### src/rtl/fir_pkg.sv
// rtl/fir_pkg.sv - shared constants and state encoding for the FIR coefficient loader
// Purpose : coefficient width, tap count, tap-counter width and FSM state type
//           shared by fir_reg and fir_coeff_loader.
// Ports   : none (package).
package fir_pkg;

   localparam int NB    = 12;
   localparam int NTAPS = 9;
   localparam int CNT_W = 4;

   typedef enum logic [1:0] {
      ST_IDLE   = 2'b00,
      ST_LOAD   = 2'b01,
      ST_COMMIT = 2'b10
   } state_e;

   localparam logic [CNT_W-1:0] LAST_TAP = CNT_W'(NTAPS - 1);

endpackage

### src/rtl/fir_reg.sv
// rtl/fir_reg.sv - W-bit register with load enable and asynchronous active-low reset
// Purpose : one coefficient word of storage (shadow or active bank).
// Ports   : CLK   in  1  clock
//           RST_n in  1  async active-low reset, clears q_o
//           en_i  in  1  load d_i on the next rising edge
//           d_i   in  W  next value
//           q_o   out W  stored value
module fir_reg #(
   parameter int W = 12
) (
   input  logic         CLK,
   input  logic         RST_n,
   input  logic         en_i,
   input  logic [W-1:0] d_i,
   output logic [W-1:0] q_o
);

   logic [W-1:0] data_q;

   always_ff @(posedge CLK or negedge RST_n) begin
      if (!RST_n) begin
         data_q <= '0;
      end else if (en_i) begin
         data_q <= d_i;
      end
   end

   assign q_o = data_q;

endmodule

### src/rtl/fir_coeff_loader.sv
// rtl/fir_coeff_loader.sv - serial loader and double buffer for the 9-tap FIR coefficient set
// Purpose : collects nine serial words into a shadow bank and copies the whole
//           bank to the active outputs in one commit cycle, so the FIR never
//           sees a partially updated set.
// Ports   : CLK     in  1   clock
//           RST_n   in  1   async active-low reset
//           CSTART  in  1   pulse: start (or restart) a coefficient load
//           CIN     in  NB  serial coefficient word, first -> B0
//           CVIN    in  1   CIN valid
//           B0..B8  out NB  active coefficient set
//           BVALID  out 1   a full set has been committed since reset
//           BUSY    out 1   load in progress (registered decode of state)
//           ERR     out 1   sticky protocol error, cleared by an accepted CSTART
module fir_coeff_loader
   import fir_pkg::*;
(
   input  logic          CLK,
   input  logic          RST_n,
   input  logic          CSTART,
   input  logic [NB-1:0] CIN,
   input  logic          CVIN,
   output logic [NB-1:0] B0,
   output logic [NB-1:0] B1,
   output logic [NB-1:0] B2,
   output logic [NB-1:0] B3,
   output logic [NB-1:0] B4,
   output logic [NB-1:0] B5,
   output logic [NB-1:0] B6,
   output logic [NB-1:0] B7,
   output logic [NB-1:0] B8,
   output logic          BVALID,
   output logic          BUSY,
   output logic          ERR
);

   state_e           state_q;
   logic [CNT_W-1:0] cnt_q;
   logic             bvalid_q;
   logic             busy_q;
   logic             err_q;

   logic [NB-1:0]    shadow_w [NTAPS];
   logic [NB-1:0]    active_w [NTAPS];
   logic [NTAPS-1:0] shadow_we;
   logic             commit_we;

   // A word is only captured in LOAD; a CSTART in the same cycle discards it.
   logic             capture;
   assign capture   = (state_q == ST_LOAD) && CVIN && !CSTART;
   assign commit_we = (state_q == ST_COMMIT);

   for (genvar i = 0; i < NTAPS; i++) begin : g_tap
      assign shadow_we[i] = capture && (cnt_q == CNT_W'(i));

      fir_reg #(.W(NB)) u_shadow (
         .CLK   (CLK),
         .RST_n (RST_n),
         .en_i  (shadow_we[i]),
         .d_i   (CIN),
         .q_o   (shadow_w[i])
      );

      fir_reg #(.W(NB)) u_active (
         .CLK   (CLK),
         .RST_n (RST_n),
         .en_i  (commit_we),
         .d_i   (shadow_w[i]),
         .q_o   (active_w[i])
      );
   end

   always_ff @(posedge CLK or negedge RST_n) begin
      if (!RST_n) begin
         state_q  <= ST_IDLE;
         cnt_q    <= '0;
         bvalid_q <= 1'b0;
         busy_q   <= 1'b0;
         err_q    <= 1'b0;
      end else begin
         // BUSY follows the state one edge late so it drops two edges after
         // the last word, matching the commit-then-idle sequence.
         busy_q <= (state_q != ST_IDLE);
         case (state_q)
            ST_IDLE: begin
               if (CSTART) begin
                  state_q <= ST_LOAD;
                  cnt_q   <= '0;
                  err_q   <= 1'b0;
               end else if (CVIN) begin
                  err_q <= 1'b1;
               end
            end
            ST_LOAD: begin
               if (CSTART) begin
                  // Restart: the partial shadow contents are simply overwritten.
                  cnt_q <= '0;
                  err_q <= 1'b1;
               end else if (CVIN) begin
                  if (cnt_q == LAST_TAP) begin
                     state_q <= ST_COMMIT;
                     cnt_q   <= '0;
                  end else begin
                     cnt_q <= cnt_q + 1'b1;
                  end
               end
            end
            ST_COMMIT: begin
               bvalid_q <= 1'b1;
               if (CSTART) begin
                  state_q <= ST_LOAD;
                  cnt_q   <= '0;
                  err_q   <= 1'b0;
               end else begin
                  state_q <= ST_IDLE;
                  if (CVIN) begin
                     err_q <= 1'b1;
                  end
               end
            end
            default: begin
               state_q <= ST_IDLE;
               cnt_q   <= '0;
            end
         endcase
      end
   end

   assign B0     = active_w[0];
   assign B1     = active_w[1];
   assign B2     = active_w[2];
   assign B3     = active_w[3];
   assign B4     = active_w[4];
   assign B5     = active_w[5];
   assign B6     = active_w[6];
   assign B7     = active_w[7];
   assign B8     = active_w[8];
   assign BVALID = bvalid_q;
   assign BUSY   = busy_q;
   assign ERR    = err_q;

endmodule

### config.mk
export PLATFORM = sky130hd
export DESIGN_NAME = fir_coeff_loader
export DESIGN_NICKNAME = d
export VERILOG_FILES = /design/src/rtl/fir_pkg.sv /design/src/rtl/fir_reg.sv /design/src/rtl/fir_coeff_loader.sv
export SDC_FILE = /design/constraint.sdc
export NUM_CORES = 1
export LEC_CHECK = 0
export CAP_MARGIN = 20
export CORE_ASPECT_RATIO = 1.25
export CORE_UTILIZATION = 49
export CTS_BUF_LIST = sky130_fd_sc_hd__clkbuf_4 sky130_fd_sc_hd__clkbuf_8 sky130_fd_sc_hd__clkbuf_16
export DETAILED_ROUTE_END_ITERATION = 6
export GPL_TIMING_DRIVEN = 0
export PLACE_DENSITY = 0.75
export SYNTH_ARGS = -nofsm -noshare
export SYNTH_HDL_FRONTEND = slang
export SYNTH_SLANG_ARGS = --single-unit
### constraint.sdc
create_clock -name CLK -period 1.9 [get_ports CLK]
set_clock_uncertainty 0.15 [all_clocks]
set_input_delay 0.57 -clock CLK [delete_from_list [all_inputs] [get_ports CLK]]
set_output_delay 0.57 -clock CLK [all_outputs]
set_load 0.01 [all_outputs]
Word level (Yosys, flattened, before mapping)
Cells that the tools add are included.
{"block": "totals", "ff_bits": 225, "in_bits": 16, "output_inout_bits": 111, "elab_cells": 77}
{"block": "op_classes", "addsub": 1, "eq_ne": 18, "muxes": 15, "n_reduce_logical": 20}
{"cell": "$eq 4x3->1 const B", "n": 4}
{"cell": "$mux 4", "n": 4}
{"cell": "$logic_and 1x1->1", "n": 11}
{"cell": "$eq 4x2->1 const B", "n": 2}
{"cell": "$mux 2", "n": 4}
{"cell": "$ne 2x2->1 const B", "n": 4}
{"cell": "$pmux 4 s2", "n": 1}
{"cell": "$pmux 2 s3", "n": 1}
{"cell": "$add 4x1->4 const B", "n": 1}
{"cell": "$eq 4x1->1 const B", "n": 1}
{"cell": "$eq 4x4->1 const B", "n": 1}
{"cell": "$logic_not 4->1", "n": 1}
{"cell": "$mux 1", "n": 4}
{"cell": "$ne 2x1->1 const B", "n": 2}
{"cell": "$reduce_and 4->1", "n": 1}
{"cell": "$reduce_bool 2->1", "n": 2}
{"cell": "$ne 3x1->1 const B", "n": 1}
{"cell": "$ne 3x3->1 const B", "n": 1}
{"cell": "$reduce_and 3->1", "n": 1}
{"cell": "$eq 2x1->1 const B", "n": 1}
{"cell": "$eq 2x2->1 const B", "n": 1}
{"cell": "$logic_not 2->1", "n": 1}
{"cell": "$pmux 1 s2", "n": 1}
{"cell": "$reduce_and 2->1", "n": 1}
{"cell": "other kinds (2)", "n": 2}

Longest topological paths before layout
{"block": "logic_depth", "ltp_word": 5, "ltp_mapped": 6}

By module
From an unflattened synthesis, not the netlist that was laid out.
{"block": "unflattened", "hier_cells": 516, "hier_area_um2": 9305.2}
{"module": "fir_reg", "instances": 18, "cells_each": 25, "area_per_inst_um2": 484.2}
{"module": "fir_coeff_loader", "instances": 1, "cells_each": 66, "area_per_inst_um2": 589.3}

Worst setup path after synthesis
OpenSTA, ideal clock, no wires.
{"block": "synth_path", "path_kind": "in2reg", "startpoint": "input CSTART", "endpoint": "register g_tap[4].u_shadow.data_q[10]", "setup_time_ns": 0.125, "arrival_time_ns": 1.698, "required_ns": 1.625, "path_slack_ns": -0.073, "path_stages": 5, "path_cell_list": "and4bb_4 -> buf_8 -> and3_4 -> buf_12 -> mux2_4"}
{"block": "synth_between", "elab_chain_len": 3}
{"item": "from (decl)", "line": "fir_coeff_loader.sv:19", "text": "input logic CSTART,"}
{"item": "$logic_not 1->1", "line": "fir_coeff_loader.sv:49", "text": "assign capture = (state_q == ST_LOAD) && CVIN && !CSTART;"}
{"item": "$logic_and 1x1->1", "line": "fir_coeff_loader.sv:49"}
{"item": "$logic_and 1x1->1", "line": "fir_coeff_loader.sv:53", "text": "assign shadow_we[i] = capture && (cnt_q == CNT_W'(i));"}
{"item": "to (signal assigned)", "line": "fir_reg.sv:24", "text": "data_q <= d_i;"}
{"item": "to (decl)", "line": "fir_reg.sv:18", "text": "logic [W-1:0] data_q;"}
No other way between the ends.
A chain may end at the register's enable or synchronous reset.

Worst setup path in the final report
Ends and elaborated chain as after synthesis.

==> impl_metrics.py <==
metrics = {
    "final_layout": {
        "final_layout_size_suffix_gt1_share_pct": 44.2,
        "area_growth_pct": 29.0,
        "nNetsFinal": 696,
        "final_common_cell": "dfrtp_1",
        "antenna_cells": 0,
        "regArea_sq_um": 5630,
        "multiInputGateArea_sq_um": 3010,
        "design_area_sq_um": 11300,
        "final.fill_count": 1245,
        "final_cell_mix": "dfrtp_1, mux2_2, clkdlybuf4s15_1, mux2_4, clkbuf_16",
    },
    "sta": {
        "clock.fmax_mhz": 526,
        "slew_headroom_pct": 43.6,
        "min_period_ns": 1.90,
        "fin_crit_sh_pct": 100,
        "finalWorstSetupSlack_ns": -0.00240,
        "tns_ns": -0.00389,
        "tightest_slew_ns": 0.846,
        "hold_viol": 0,
        "drv_slew": 0,
        "rsz0062_at_grt": "true",
        "setup_viol": 2,
    },
    "logic_synthesis": {
        "syn_avg_cell_area_sq_um": 17.2,
        "synth_top_family_by_area": "multiplexers",
        "synth_xor_area_share_pct": 0,
        "ys.warnings.count": 0,
        "synthTopCellsByArea": "dfrtp_1, mux2_2, mux2_4",
        "synth_nets": 531,
        "seq_area_frac_synth_pct": 64.1,
        "yosys.area_share.simple_pct": 2.26,
        "synth_seq_cells": 225,
        "muxShareOfSynthArea_pct": 29.9,
        "synth_top_area_cell": "dfrtp_1",
        "synthesis.area_sq_um": 8790,
        "synth_top_area_share_pct": 64.1,
        "syn_inst": 511,
        "synth_fa_ha_area_share_pct": 0.570,
        "ys_types": 29,
        "synth-compound-area-share_pct": 0.712,
    },
    "floorplanning": {
        "initial_core_util_pct": 50.2,
        "die_w_um": 122,
        "die_area_sq_um": 18500,
        "io_pins": 127,
        "die-height_um": 152,
        "row_count": 54,
        "coreArea_sq_um": 17500,
    },
    "placed_design": {
        "gp_congestion": 0.823,
        "placed_area_sq_um": 10400,
        "port_buffers": 126,
        "place_hpwl_um": 12100,
    },
    "critical_path": {
        "crit_top_cell": "buf_12",
        "worst_setup_path_start_kind": "primary input",
        "crit_path_max_incr_delay_ns": 0.40,
        "crit_arrival_ns": 2.13,
        "critPathSlowestCell": "and4bb_4",
        "path_cells": "dlygate4sd2_1, and4bb_4, buf_12, and3_4, buf_6, buf_12, mux2_4",
        "cp.required_ns": 2.13,
        "critPathCaptureType": "flop",
        "critPathLaunch": "CSTART",
        "cp_max_fo": 5,
        "crit_family": "simple AND/OR/NAND/NOR gates",
        "path_buf_inv": 4,
        "timing.rr.start": "state_q[1]$_DFFE_PN0P_",
        "worstSetupPathType": "primary input to flop",
    },
    "power_and_ir_drop": {
        "p_int_uw": 8320,
        "power_leakage_uw": 0.00585,
        "seq_power_share_pct": 50.1,
        "clkPwrFrac_pct": 42.8,
        "switching_power_uw": 2290,
        "pwr-share-comb_pct": 7.1,
        "max-vdd-ir-drop_v": 0.000791,
        "power.density_nw_per_um2": 936,
        "switching_share_pct": 21.5,
        "p_total_uw": 10600,
    },
    "route": {
        "wl_per_cell_um": 20.6,
        "first_pass_iters": 4,
        "vias": 4831,
        "drc": 0,
        "final_antenna_net_count": 0,
        "viasPerCell": 5.27,
        "routed_wl_um": 18900,
        "drt_iter0_markers": 171,
    },
    "outcome": {
        "status": "finished, violations left",
        "violations": "negative setup slack",
    },
    "global_route": {
        "grtUsageTotal_pct": 21.3,
        "grt_pass1_vias": 5247,
        "grt.overflow.total": 0,
        "grt_max_degree": 117,
        "grt_pass1_wl_um": 29600,
        "grt_antenna_before_repair": 0,
    },
    "hold_path": {
        "hold_path_class": "primary input to async pin",
    },
    "clocking": {
        "clock_latency_ns": 0.50,
        "clk_root_buffer_cell": "clkbuf_16",
        "clk_path_buf_depth": 3,
        "path_clk_slew_ns": 0.06,
        "htree_levels": 1,
        "clock_sinks": 225,
        "postCtsHoldBufs": 0,
        "cts_buffers": 22,
        "cts_tree": "done",
    },
    "job": {
        "maxCapViolCount": 0,
    },
}
## stage by stage
stage          hold slack, ns  worst slack [ns]  utilization, %  std cells
2_1_floorplan           0.124           -0.0423               -        511
3_3_place_gp            0.299             -8.61            59.2        861
3_5_place_dp            0.310            -0.688            59.4        862
4_1_cts                0.0314          0.000284            64.2        914
5_1_grt                0.0631           -0.0335            64.8        916
6_report              0.00266          -0.00240            64.8        916
## power groups by stage
stage | Combinational (uW) | Sequential (uW) | Clock (uW)
floorplan | 500 | 5320 | 0
finish | 755 | 5310 | 4540
global placement | 707 | 5370 | 0
detailed placement | 740 | 5390 | 0
CTS | 763 | 5310 | 4620
global route | 816 | 5350 | 4800
## flip-flops by register name (all words and copies together), names as in the netlist
signal,count
BUSY,1
BVALID,1
state_q,2
ERR,1
g_tap.u_active.q_o,108
cnt_q,4
g_tap.u_shadow.q_o,108
## kinds of logic (layout without fill, tap and decap cells)
family / after synthesis / in the layout
buffers and inverters: 30 / 211
AOI/OAI and AO/OA: 11 / 11
adders and majority gates: 4 / 4
DFF: 225 / 225
and+or+nand+nor: 24 / 24
muxes: 217 / 217
## cell type report
cell class | count | share of cell area [%]
Timing Repair Buffer | 142 | 12.4
Tap cell | 224 | 2.47
Sequential cell | 225 | 49.7
Clock buffer | 27 | 5.51
Clock inverter | 13 | 1.26
Multi-Input combinational cell | 256 | 26.6
Inverter | 7 | 0.232
Buffer | 22 | 1.86
## cell usage after synthesis, drive strengths merged
library cell and number:
a21oi 3, a22oi 1, and3 4, and4b 1
and4bb 1, buf 23, dfrtp 225, ha 4
inv 7, mux2 216, mux2i 1, nand2 4
nand2b 1, nand3 9, nand3b 1, nand4 1
nor2 1, nor2b 1, o2111ai 1, o21ai 5
o22ai 1
## repair_timing
| action | 4_1_cts | 5_1_grt |
|---|---|---|
| setup endpoints to repair | 218 | 98 |
| resized for setup | 170 | 63 |
| cloned | 1 | 1 |
| pin swaps | 1 | 0 |
| setup buffers | 12 | 1 |
## routing by layer
| layer | routed length (um) | track usage [%] |
|---|---|---|
| met5 | 0 | 0 |
| met4 | 349 | 5.49 |
| met3 | 730 | 2.73 |
| met2 | 9940 | 38.8 |
| met1 | 7870 | 26.6 |
## path summary, 6_finish.rpt
| path | to | slack, ns | depth (start not counted) |
|---|---|---|---|
| worst max-delay path | g_tap[4].u_shadow.q_o[10]$_DFFE_PN0P_ | -0.002 | 7 |
| worst min-delay path | g_tap[2].u_shadow.q_o[11]$_DFFE_PN0P_ | 0.003 | 1 |
| worst max register to register | g_tap[4].u_shadow.q_o[10]$_DFFE_PN0P_ | -0.002 | 6 |
| worst min register to register | BVALID$_DFFE_PN0N_ | 0.32 | 1 |
| max in group asynchronous | g_tap[5].u_active.q_o[5]$_DFFE_PN0N_ | 0.58 | 2 |
| min in group CLK | BVALID$_DFFE_PN0N_ | 0.32 | 1 |
No activity file was read; power rests on OpenSTA's default activity.
